[config.mk]
export PLATFORM = sky130hd
export DESIGN_NAME = mac_sequencer
export DESIGN_NICKNAME = d
export VERILOG_FILES = /design/src/rtl/mac_sequencer.sv
export SDC_FILE = /design/constraint.sdc
export NUM_CORES = 1
export LEC_CHECK = 0
export ABC_AREA = 0
export CAP_MARGIN = 15
export CORE_MARGIN = 2
export CORE_UTILIZATION = 45
export DETAILED_ROUTE_END_ITERATION = 8
export HOLD_SLACK_MARGIN = 0.15
export MAX_ROUTING_LAYER = met4
export PLACE_DENSITY = 0.77
export SYNTH_ARGS = -nofsm -noshare
export SYNTH_HDL_FRONTEND = slang
export SYNTH_SLANG_ARGS = --single-unit
[constraint.sdc]
create_clock -name clk -period 2.87 [get_ports clk]
set_input_delay 0.4305 -clock clk [delete_from_list [all_inputs] [get_ports clk]]
set_output_delay 0.4305 -clock clk [all_outputs]
set_load 0.02 [all_outputs]
[src/rtl/mac_sequencer.sv]
// rtl/mac_sequencer.sv - matrix-vector MAC sequencer: fetches rows, unpacks bytes into FIFOs, runs MAC.
// Rows 0..NUM_ROWS-1 feed the A FIFOs; row NUM_ROWS is the B vector.
module mac_sequencer #(
  parameter int          DATA_W    = 8,
  parameter int          NUM_ROWS  = 8,
  parameter int          VEC_LEN   = 8,
  parameter logic [31:0] BASE_ADDR = 32'd0,
  parameter int          MAC_LAT   = 1
) (
  input  logic                        clk,
  input  logic                        rst,
  input  logic                        start,
  output logic [31:0]                 mem_addr,
  output logic                        mem_read,
  input  logic                        mem_waitrequest,
  input  logic [DATA_W*VEC_LEN-1:0]   mem_readdata,
  input  logic                        mem_readdatavalid,
  output logic [NUM_ROWS:0]           fifo_wr_en,
  output logic [DATA_W-1:0]           fifo_wr_data,
  input  logic [NUM_ROWS:0]           fifo_full,
  output logic                        mac_clr,
  output logic                        mac_en,
  output logic                        busy,
  output logic                        done
);

  localparam int RW = $clog2(NUM_ROWS + 1);
  localparam int BW = (VEC_LEN > 1) ? $clog2(VEC_LEN) : 1;
  localparam int CW = $clog2(VEC_LEN + MAC_LAT + 1);

  typedef enum logic [2:0] {
    S_IDLE, S_REQ, S_WAIT, S_UNPACK, S_COMPUTE, S_DRAIN, S_DONE
  } state_t;

  state_t            state, state_nx;
  logic [RW-1:0]     row_idx, row_idx_nx;
  logic [BW-1:0]     bcnt, bcnt_nx;
  logic [CW-1:0]     ccnt, ccnt_nx;
  logic              clr_q, clr_nx;
  logic              capture;
  logic [DATA_W-1:0] row_buf [VEC_LEN];

  always_ff @(posedge clk or posedge rst) begin
    if (rst) begin
      state   <= S_IDLE;
      row_idx <= '0;
      bcnt    <= '0;
      ccnt    <= '0;
      clr_q   <= 1'b0;
      for (int k = 0; k < VEC_LEN; k++) row_buf[k] <= '0;
    end else begin
      state   <= state_nx;
      row_idx <= row_idx_nx;
      bcnt    <= bcnt_nx;
      ccnt    <= ccnt_nx;
      clr_q   <= clr_nx;
      if (capture) begin
        for (int k = 0; k < VEC_LEN; k++) row_buf[k] <= mem_readdata[k*DATA_W +: DATA_W];
      end
    end
  end

  always_comb begin
    state_nx   = state;
    row_idx_nx = row_idx;
    bcnt_nx    = bcnt;
    ccnt_nx    = ccnt;
    clr_nx     = 1'b0;
    capture    = 1'b0;
    mem_read   = 1'b0;
    fifo_wr_en = '0;
    mac_en     = 1'b0;
    done       = 1'b0;
    case (state)
      S_IDLE: begin
        if (start) begin
          state_nx   = S_REQ;
          row_idx_nx = '0;
          clr_nx     = 1'b1;
        end
      end
      S_REQ: begin
        mem_read = 1'b1;
        if (!mem_waitrequest) state_nx = S_WAIT;
      end
      S_WAIT: begin
        if (mem_readdatavalid) begin
          capture  = 1'b1;
          bcnt_nx  = '0;
          state_nx = S_UNPACK;
        end
      end
      S_UNPACK: begin
        // A full target FIFO simply freezes the byte counter for that cycle
        if (!fifo_full[row_idx]) begin
          fifo_wr_en[row_idx] = 1'b1;
          if (bcnt == BW'(VEC_LEN - 1)) begin
            bcnt_nx = '0;
            if (row_idx == RW'(NUM_ROWS)) begin
              ccnt_nx  = '0;
              state_nx = S_COMPUTE;
            end else begin
              row_idx_nx = row_idx + 1'b1;
              state_nx   = S_REQ;
            end
          end else begin
            bcnt_nx = bcnt + 1'b1;
          end
        end
      end
      S_COMPUTE: begin
        mac_en = 1'b1;
        if (ccnt == CW'(VEC_LEN - 1)) begin
          ccnt_nx  = '0;
          state_nx = (MAC_LAT == 0) ? S_DONE : S_DRAIN;
        end else begin
          ccnt_nx = ccnt + 1'b1;
        end
      end
      S_DRAIN: begin
        if (ccnt == CW'(MAC_LAT - 1)) begin
          ccnt_nx  = '0;
          state_nx = S_DONE;
        end else begin
          ccnt_nx = ccnt + 1'b1;
        end
      end
      S_DONE: begin
        done     = 1'b1;
        state_nx = S_IDLE;
      end
      default: state_nx = S_IDLE;
    endcase
  end

  assign busy         = (state != S_IDLE);
  assign mac_clr      = clr_q;
  assign fifo_wr_data = row_buf[bcnt];
  assign mem_addr     = BASE_ADDR + 32'(row_idx);

endmodule
==> metrics.yaml, run 1 <==
timing:
  final.setup.tns_ns: 0
  layout_worst_path_cycle_share_pct: 96.63
  fin_skew_ns: 0.005605
  worst_pin_slew_ns: 0.6750
  fin_crit_ns: 2.773
  rsz0062_at_grt: "false"
  achievable-frequency_mhz: 360.6
  hold_viol: 0
  relSlewSlack_pct: 54.94
  setup_viol: 0
  final_max_slew_viol_count: 0
route:
  drt-vias-per-instance: 5.019
  wl_met3_um: 518
  drt_wl_total_mm: 9.880
  wl_met2_mm: 4.942
  drt_iter0_drc: 126
  wl_per_cell_um: 14.64
  top_layer_used: "met4"
  first_pass_iters: 4
  via_count: 3388
  ant_nets: 0
  drc_errors: 0
  wl_met1_mm: 4.237
grt:
  grt_pass1_wl_mm: 15.99
  antenna_found_initial: 0
  grt_max_degree: 43
  grt_usage_pct: 20.60
  grt_pass1_vias: 3418
  overflow: 0
clock_network:
  cts_made_buffers: 9
  clockBufferDepth: 2
  clkTransAtPathRegs_ns: 0.07
  cts_hold_buf: 0
  htree_levels: 3
  root_buffer: "clkbuf_8"
  clock-sinks: 79
  cts_tree: "yes"
  clkLatencyLatePin_ns: 0.34
min_path:
  hold_class: "register to register"
  hp-start: "row_buf[27]$_DFFE_PP0P_"
synth:
  yosysWarnings: 0
  yosysMostFrequentCell: "nand2_1"
  synth_edf_count: 0
  synth_area_per_cell_um2: 9.279
  yosys.area.top_type: "dfrtp_1"
  muxShareOfSynthArea_pct: 13.10
  ys_types: 49
  synth_top_cells_by_area: "dfrtp_1 46%, nand2_1 18%, mux4_2 8.5%"
  synthTopCellsByCount: "207 x nand2_1, 79 x dfrtp_1, 29 x buf_4"
  seq_area_frac_synth_pct: 46.42
  synth-main-ff-cell: "dfrtp_1"
  ys_ff_latch: 79
  yosys.area_share.xor_xnor_pct: 0
  synthSimpleGateAreaFrac_pct: 24.79
  synthCells: 459
  synthArstFlopShare_pct: 100.0
  synth_top_family_by_area: "simple AND/OR/NAND/NOR gates"
  yosys.area_share.adder_pct: 2.350
  netlist_area_um2: 4259
  synth-compound-area-share_pct: 4.318
  synth.top_cell.area_share_pct: 46.42
setup_path:
  critPathSlowestCell: "clkdlybuf4s50_1"
  r2r_end: "ccnt[0]$_DFFE_PP0P_"
  rrSetupSlack_ns: 0.71
  reg2reg_depth: 7
  path_depth: 4
  crit_type: "register to output port"
  worstSetupEndpointType: "output port"
  critPathLaunch: "bcnt[0]$_DFFE_PP0P_"
  critical_path_peak_fanout: 18
  critical-path-top-delay-family: "multiplexers"
  cp_cell_sequence: "buf_12, mux4_2, mux2_2, clkdlybuf4s50_1"
  slowest_delay_ns: 0.57
  worstPathRequired_ns: 2.44
  r2r_start: "bcnt[1]$_DFFE_PP0P_"
  worstPathArrival_ns: 2.34
  path_buf_inv: 2
  start_kind: "register"
  endpoint: "fifo_wr_data[3]"
floorplan:
  io_pins: 132
  die_area_um2: 10260
  start_util_pct: 46.31
  die_h_um: 101.3
  coreArea_um2: 9196
  die_w_um: 101.3
  rows: 35
placement:
  dp_hpwl_mm: 7.291
  place_congestion: 0.8644
  portBuffers: 103
finish:
  post_route_cells_drive_above_1_share_pct: 11.35
  synthToLayoutAreaGrowth_pct: 29.08
  fin_nets: 647
  antenna_cells: 0
  final_core_util_pct: 59.78
job:
  maxCapViolations: 0
power:
  power.density_nw_per_um2: 921.6
  ir_drop_mv: 0.8829
  p_leak_nw: 2.727
outcome:
  status: "finished, final reports clean"
## registers in the layout (all words and copies together) (netlist names)
name and count:
ccnt 4, bcnt 3, row_buf 64, state 3, row_idx 4, mac_clr 1
## how the worst min path moves through the flow
stage | slack, ns | to | depth (start not counted)
2_1_floorplan | 0.44 | row_buf[10]$_DFFE_PP0P_ | 2
3_3_place_gp | 0.45 | row_buf[41]$_DFFE_PP0P_ | 2
3_5_place_dp | 0.46 | row_buf[9]$_DFFE_PP0P_ | 2
4_1_cts | 0.48 | row_buf[9]$_DFFE_PP0P_ | 2
5_1_grt | 0.50 | row_buf[9]$_DFFE_PP0P_ | 2
6_report | 0.47 | row_buf[27]$_DFFE_PP0P_ | 2
## per-layer routing
layer,vias to the layer above,track usage [%]
met1,1613,25.10
li1,1640,-
met3,16,3.037
met4,0,8.108
met5,-,-
met2,119,34.64
## area by class of cell
type	instances	area [um^2]
Inverter	12	46.29
Tap cell	111	138.9
Timing Repair Buffer	116	1160
Clock buffer	13	158.9
Multi-Input combinational cell	343	2009
Fill cell	803	3699
Sequential cell	79	1979
Clock inverter	1	5.005
## what timing repair did
action | CTS | global route
endpoints found under the setup margin | 9 | 4
gates resized for setup | 10 | 5
setup buffers | 0 | 0
pin swaps | 0 | 0
## cell usage in the layout (no fill, tap or decap), types with 2 or more instances in the layout
| cell | n |
|---|---|
| nand2_1 | 207 |
| clkdlybuf4s50_1 | 94 |
| dfrtp_1 | 77 |
| conb_1 | 28 |
| mux4_2 | 16 |
| clkbuf_8 | 11 |
| inv_1 | 10 |
| buf_4 | 10 |
| mux2_2 | 8 |
| ha_1 | 8 |
| nor2_1 | 7 |
| and3_1 | 7 |
| mux2i_1 | 7 |
| o21ai_0 | 6 |
| o21ai_1 | 5 |
| nand3_1 | 5 |
| dlygate4sd2_1 | 5 |
| nor3_1 | 4 |
| clkdlybuf4s15_1 | 4 |
| buf_12 | 3 |
| nand3_2 | 2 |
| nand3b_1 | 2 |
| and2b_1 | 2 |
| mux2_1 | 2 |
| clkinv_2 | 2 |
| nand4_1 | 2 |
| nor4bb_1 | 2 |
| clkbuf_1 | 2 |
| dfrtp_2 | 2 |
## logic make-up after synthesis
| group | count (synthesis) |
|---|---|
| adder cells (fa/ha/maj) | 8 |
| flip-flops | 79 |
| other | 1 |
| multiplexers | 34 |
| AND/OR/NAND/NOR | 251 |
| buffers and inverters | 64 |
| AO/OA/AOI/OAI | 22 |
## power by group
group          switching (W)  internal (W)
logic                0.00118       0.00124
registers           0.000318       0.00161
clock network       0.000375      0.000352
total                0.00187       0.00319
## metrics by stage
step                total power, W  hold slack, ns  std cells  worst slack [ns]  area [um^2]
floorplan                 0.003503          0.4403        486            0.4161         4360
global placement          0.004287          0.4540        661           -0.1052         5338
detailed placement        0.004382          0.4590        661           -0.1379         5338
CTS                       0.005096          0.4764        675           0.07875         5492
global route              0.005422          0.4977        675          0.004512         5498
finish                    0.005067          0.4748        675           0.09663         5498
## tightest hold or removal path, stage by stage, from the launching register on
cell and delay (ns):
dfrtp_1 0.34, nand2_1 0.05, nand2_1 0.05
Note: power is estimated with default switching activity, not from simulation.
==> run 2, diff against run 1 <==
--- a/config.mk
+++ b/config.mk
@@ -8,11 +8,11 @@
 export ABC_AREA = 0
 export CAP_MARGIN = 15
 export CORE_MARGIN = 2
-export CORE_UTILIZATION = 45
+export CORE_UTILIZATION = 41
 export DETAILED_ROUTE_END_ITERATION = 8
 export HOLD_SLACK_MARGIN = 0.15
 export MAX_ROUTING_LAYER = met4
-export PLACE_DENSITY = 0.77
+export PLACE_DENSITY = 0.71
 export SYNTH_ARGS = -nofsm -noshare
 export SYNTH_HDL_FRONTEND = slang
 export SYNTH_SLANG_ARGS = --single-unit
==> run 2 against run 1 <==
  * Clock power is 22% higher
  * Setup slack better by 0.033 ns
  * Final area is 1.3% higher
  * Combinational power hardly changed
  * Largest power group unchanged
  * Worst hold slack worse by 0.0033 ns
  * Die area is 9.4% higher
  * Highest routed layer unchanged
  * Fmax is 1.2% higher
==> metrics.yaml, run 2 (synthesized netlist as in run 1, its figures left out) <==
timing:
  layout_worst_path_cycle_share_pct: 95.48  # was 96.63%
  hold_ws_ns: 0.4715  # was 0.4748 ns
  setup_viol: 0  # unchanged
  worst_pin_slew_ns: 0.6490  # was 0.6750 ns
  fin_skew_ns: 0.009969  # was 0.005605 ns
  final_max_slew_viol_count: 0  # unchanged
  rsz0062_at_grt: "false"  # unchanged
  fin_crit_ns: 2.740  # was 2.773 ns
  achievable-frequency_mhz: 364.9  # was 360.6 MHz
  hold_viol: 0  # unchanged
  relSlewSlack_pct: 56.68  # was 54.94%
power:
  power.density_nw_per_um2: 938.0  # was 921.6 nW/um^2
  p_leak_nw: 2.751  # was 2.727 nW
  ir_drop_mv: 0.6364  # was 0.8829 mV
grt:
  grt_usage_pct: 18.53  # was 20.60%
  grt_max_degree: 44  # was 43
  grt_pass1_wl_mm: 15.97  # was 15.99 mm
  overflow: 0  # unchanged
  antenna_found_initial: 0  # unchanged
  grt_pass1_vias: 3464  # was 3,418
setup_path:
  crit_type: "register to output port"  # unchanged
  critical_path_peak_fanout: 10  # was 18
  worstPathArrival_ns: 2.31  # was 2.34 ns
  worstSetupEndpointType: "output port"  # unchanged
  worstPathRequired_ns: 2.44  # about the same
  start_kind: "register"  # unchanged
min_path:
  hold_class: "register to register"  # unchanged
route:
  drc_errors: 0  # unchanged
  drt_wl_total_mm: 9.638  # was 9.880 mm
  drt_iter0_drc: 129  # was 126
  first_pass_iters: 4  # unchanged
  ant_nets: 0  # unchanged
  via_count: 3357  # was 3,388
  drt-vias-per-instance: 4.768  # was 5.019
  wl_per_cell_um: 13.69  # was 14.64 um
finish:
  post_route_cells_drive_above_1_share_pct: 12.32  # was 11.35%
  largest_reg_flops: 64  # unchanged
  synthToLayoutAreaGrowth_pct: 30.76  # was 29.08%
  layout_commonest_cell: "nand2_1"  # unchanged
  mostFrequentLayoutCells: "207 x nand2_1, 94 x clkdlybuf4s50_1, 78 x dfrtp_1, 28 x conb_1, 16 x mux4_2"  # was 207 x nand2_1, 94 x clkdlybuf4s50_1, 77 x dfrtp_1, 28 x conb_1, 16 x mux4_2
  final_core_util_pct: 54.68  # was 59.78%
  fin_nets: 650  # was 647
  regMostFlops: "row_buf"  # unchanged
  antenna_cells: 0  # unchanged
  top_regs: "row_buf x64, ccnt x4, row_idx x4"  # unchanged
clock_network:
  clock-sinks: 79  # unchanged
  clkLatencyLatePin_ns: 0.34  # about the same
  cts_tree: "yes"  # unchanged
  clkTransAtPathRegs_ns: 0.07  # about the same
  clockBufferDepth: 2  # unchanged
  htree_levels: 3  # unchanged
  cts_setup_buffers: 0  # unchanged
  cts_made_buffers: 9  # unchanged
  root_buffer: "clkbuf_8"  # unchanged
floorplan:
  start_util_pct: 41.82  # was 46.31%
  rows: 37  # was 35
  io_pins: 132  # unchanged
  die_area_um2: 11220  # was 10,260 um^2
  die_h_um: 105.9  # was 101.3 um
  coreArea_um2: 10180  # was 9196 um^2
  die_w_um: 105.9  # was 101.3 um
placement:
  portBuffers: 103  # unchanged
  place_congestion: 0.8637  # was 0.8644
  dp_hpwl_mm: 7.339  # was 7.291 mm
outcome:
  status: "finished, final reports clean"  # unchanged
job:
  maxCapViolations: 0  # unchanged
-- run 2: cell types whose count changed in the layout (fill, tap and decap cells not counted) --
cell,previous run,this run
buf_4,10,14
buf_12,3,1
bufinv_16,0,2
clkbuf_2,0,2
dlygate4sd2_1,5,3
buf_6,0,1
clkbuf_1,2,1
clkbuf_8,11,10
clkinv_2,2,3
dfrtp_1,77,78
dfrtp_2,2,1
-- run 2: timing repair --
action,4_1_cts,5_1_grt
pin swaps,0,0
resized for setup,10,9
endpoints found under the hold margin,0,0
hold buffers,0,0
endpoints found under the setup margin,9,7
-- run 2: stage by stage --
step | instance area (um^2) | TNS, ns | worst slack (ns) | total power, W | std cells
2_1_floorplan | 4360 | 0 | 0.4161 | 0.003503 | 486
3_3_place_gp | 5366 | -0.9118 | -0.1301 | 0.004289 | 689
3_5_place_dp | 5366 | -1.346 | -0.1788 | 0.004377 | 689
4_1_cts | 5568 | 0 | 0.04918 | 0.005272 | 704
5_1_grt | 5569 | 0 | 0.006206 | 0.005602 | 704
6_report | 5569 | 0 | 0.1296 | 0.005224 | 704
-- run 2: per-layer routing --
metal	global-route usage [%]	vias up	part of all wire (%)
met1	21.05	1601	42
met5	-	-	0
li1	-	1649	-
met2	32.95	95	51
met3	3.801	12	5.9
met4	5.827	0	1.1
-- run 2: path summary, 6_finish.rpt --
check / startpoint / endpoint / slack, ns / depth (start not counted)
max: row_idx[0]$_DFFE_PP0P_ / fifo_wr_en[5] / 0.13 / 7
min: row_buf[13]$_DFFE_PP0P_ / row_buf[13]$_DFFE_PP0P_ / 0.47 / 2
max reg2reg: bcnt[1]$_DFFE_PP0P_ / ccnt[0]$_DFFE_PP0P_ / 0.65 / 7
min reg2reg: row_buf[13]$_DFFE_PP0P_ / row_buf[13]$_DFFE_PP0P_ / 0.47 / 2
max in group asynchronous: rst / row_buf[25]$_DFFE_PP0P_ / 1.75 / 3
min in group asynchronous: rst / row_buf[63]$_DFFE_PP0P_ / 0.48 / 2
-- run 2: final cells by class --
class / instances / area [um^2]
clock inverter: 4 / 70.07
multi-input combinational: 343 / 2009
inverter: 12 / 46.29
clock buffer: 11 / 141.4
sequential: 79 / 1978
fill: 961 / 4616
timing repair buffer: 119 / 1154
tap: 136 / 170.2
-- run 2: worst max-delay path, stage by stage (launching register included) --
cell	delay, ns
dfrtp_2	0.47
mux2_1	0.33
a22oi_1	0.24
nand3_1	0.17
o41ai_4	0.08
buf_4	0.19
and4b_1	0.19
clkdlybuf4s15_1	0.30
-- run 2: report_power, final --
part	total [W]	switching (W)	internal (W)
sequential	0.00193	0.000324	0.00161
clock	0.000886	0.000379	0.000506
combinational	0.00241	0.00118	0.00123
total	0.00522	0.00188	0.00334
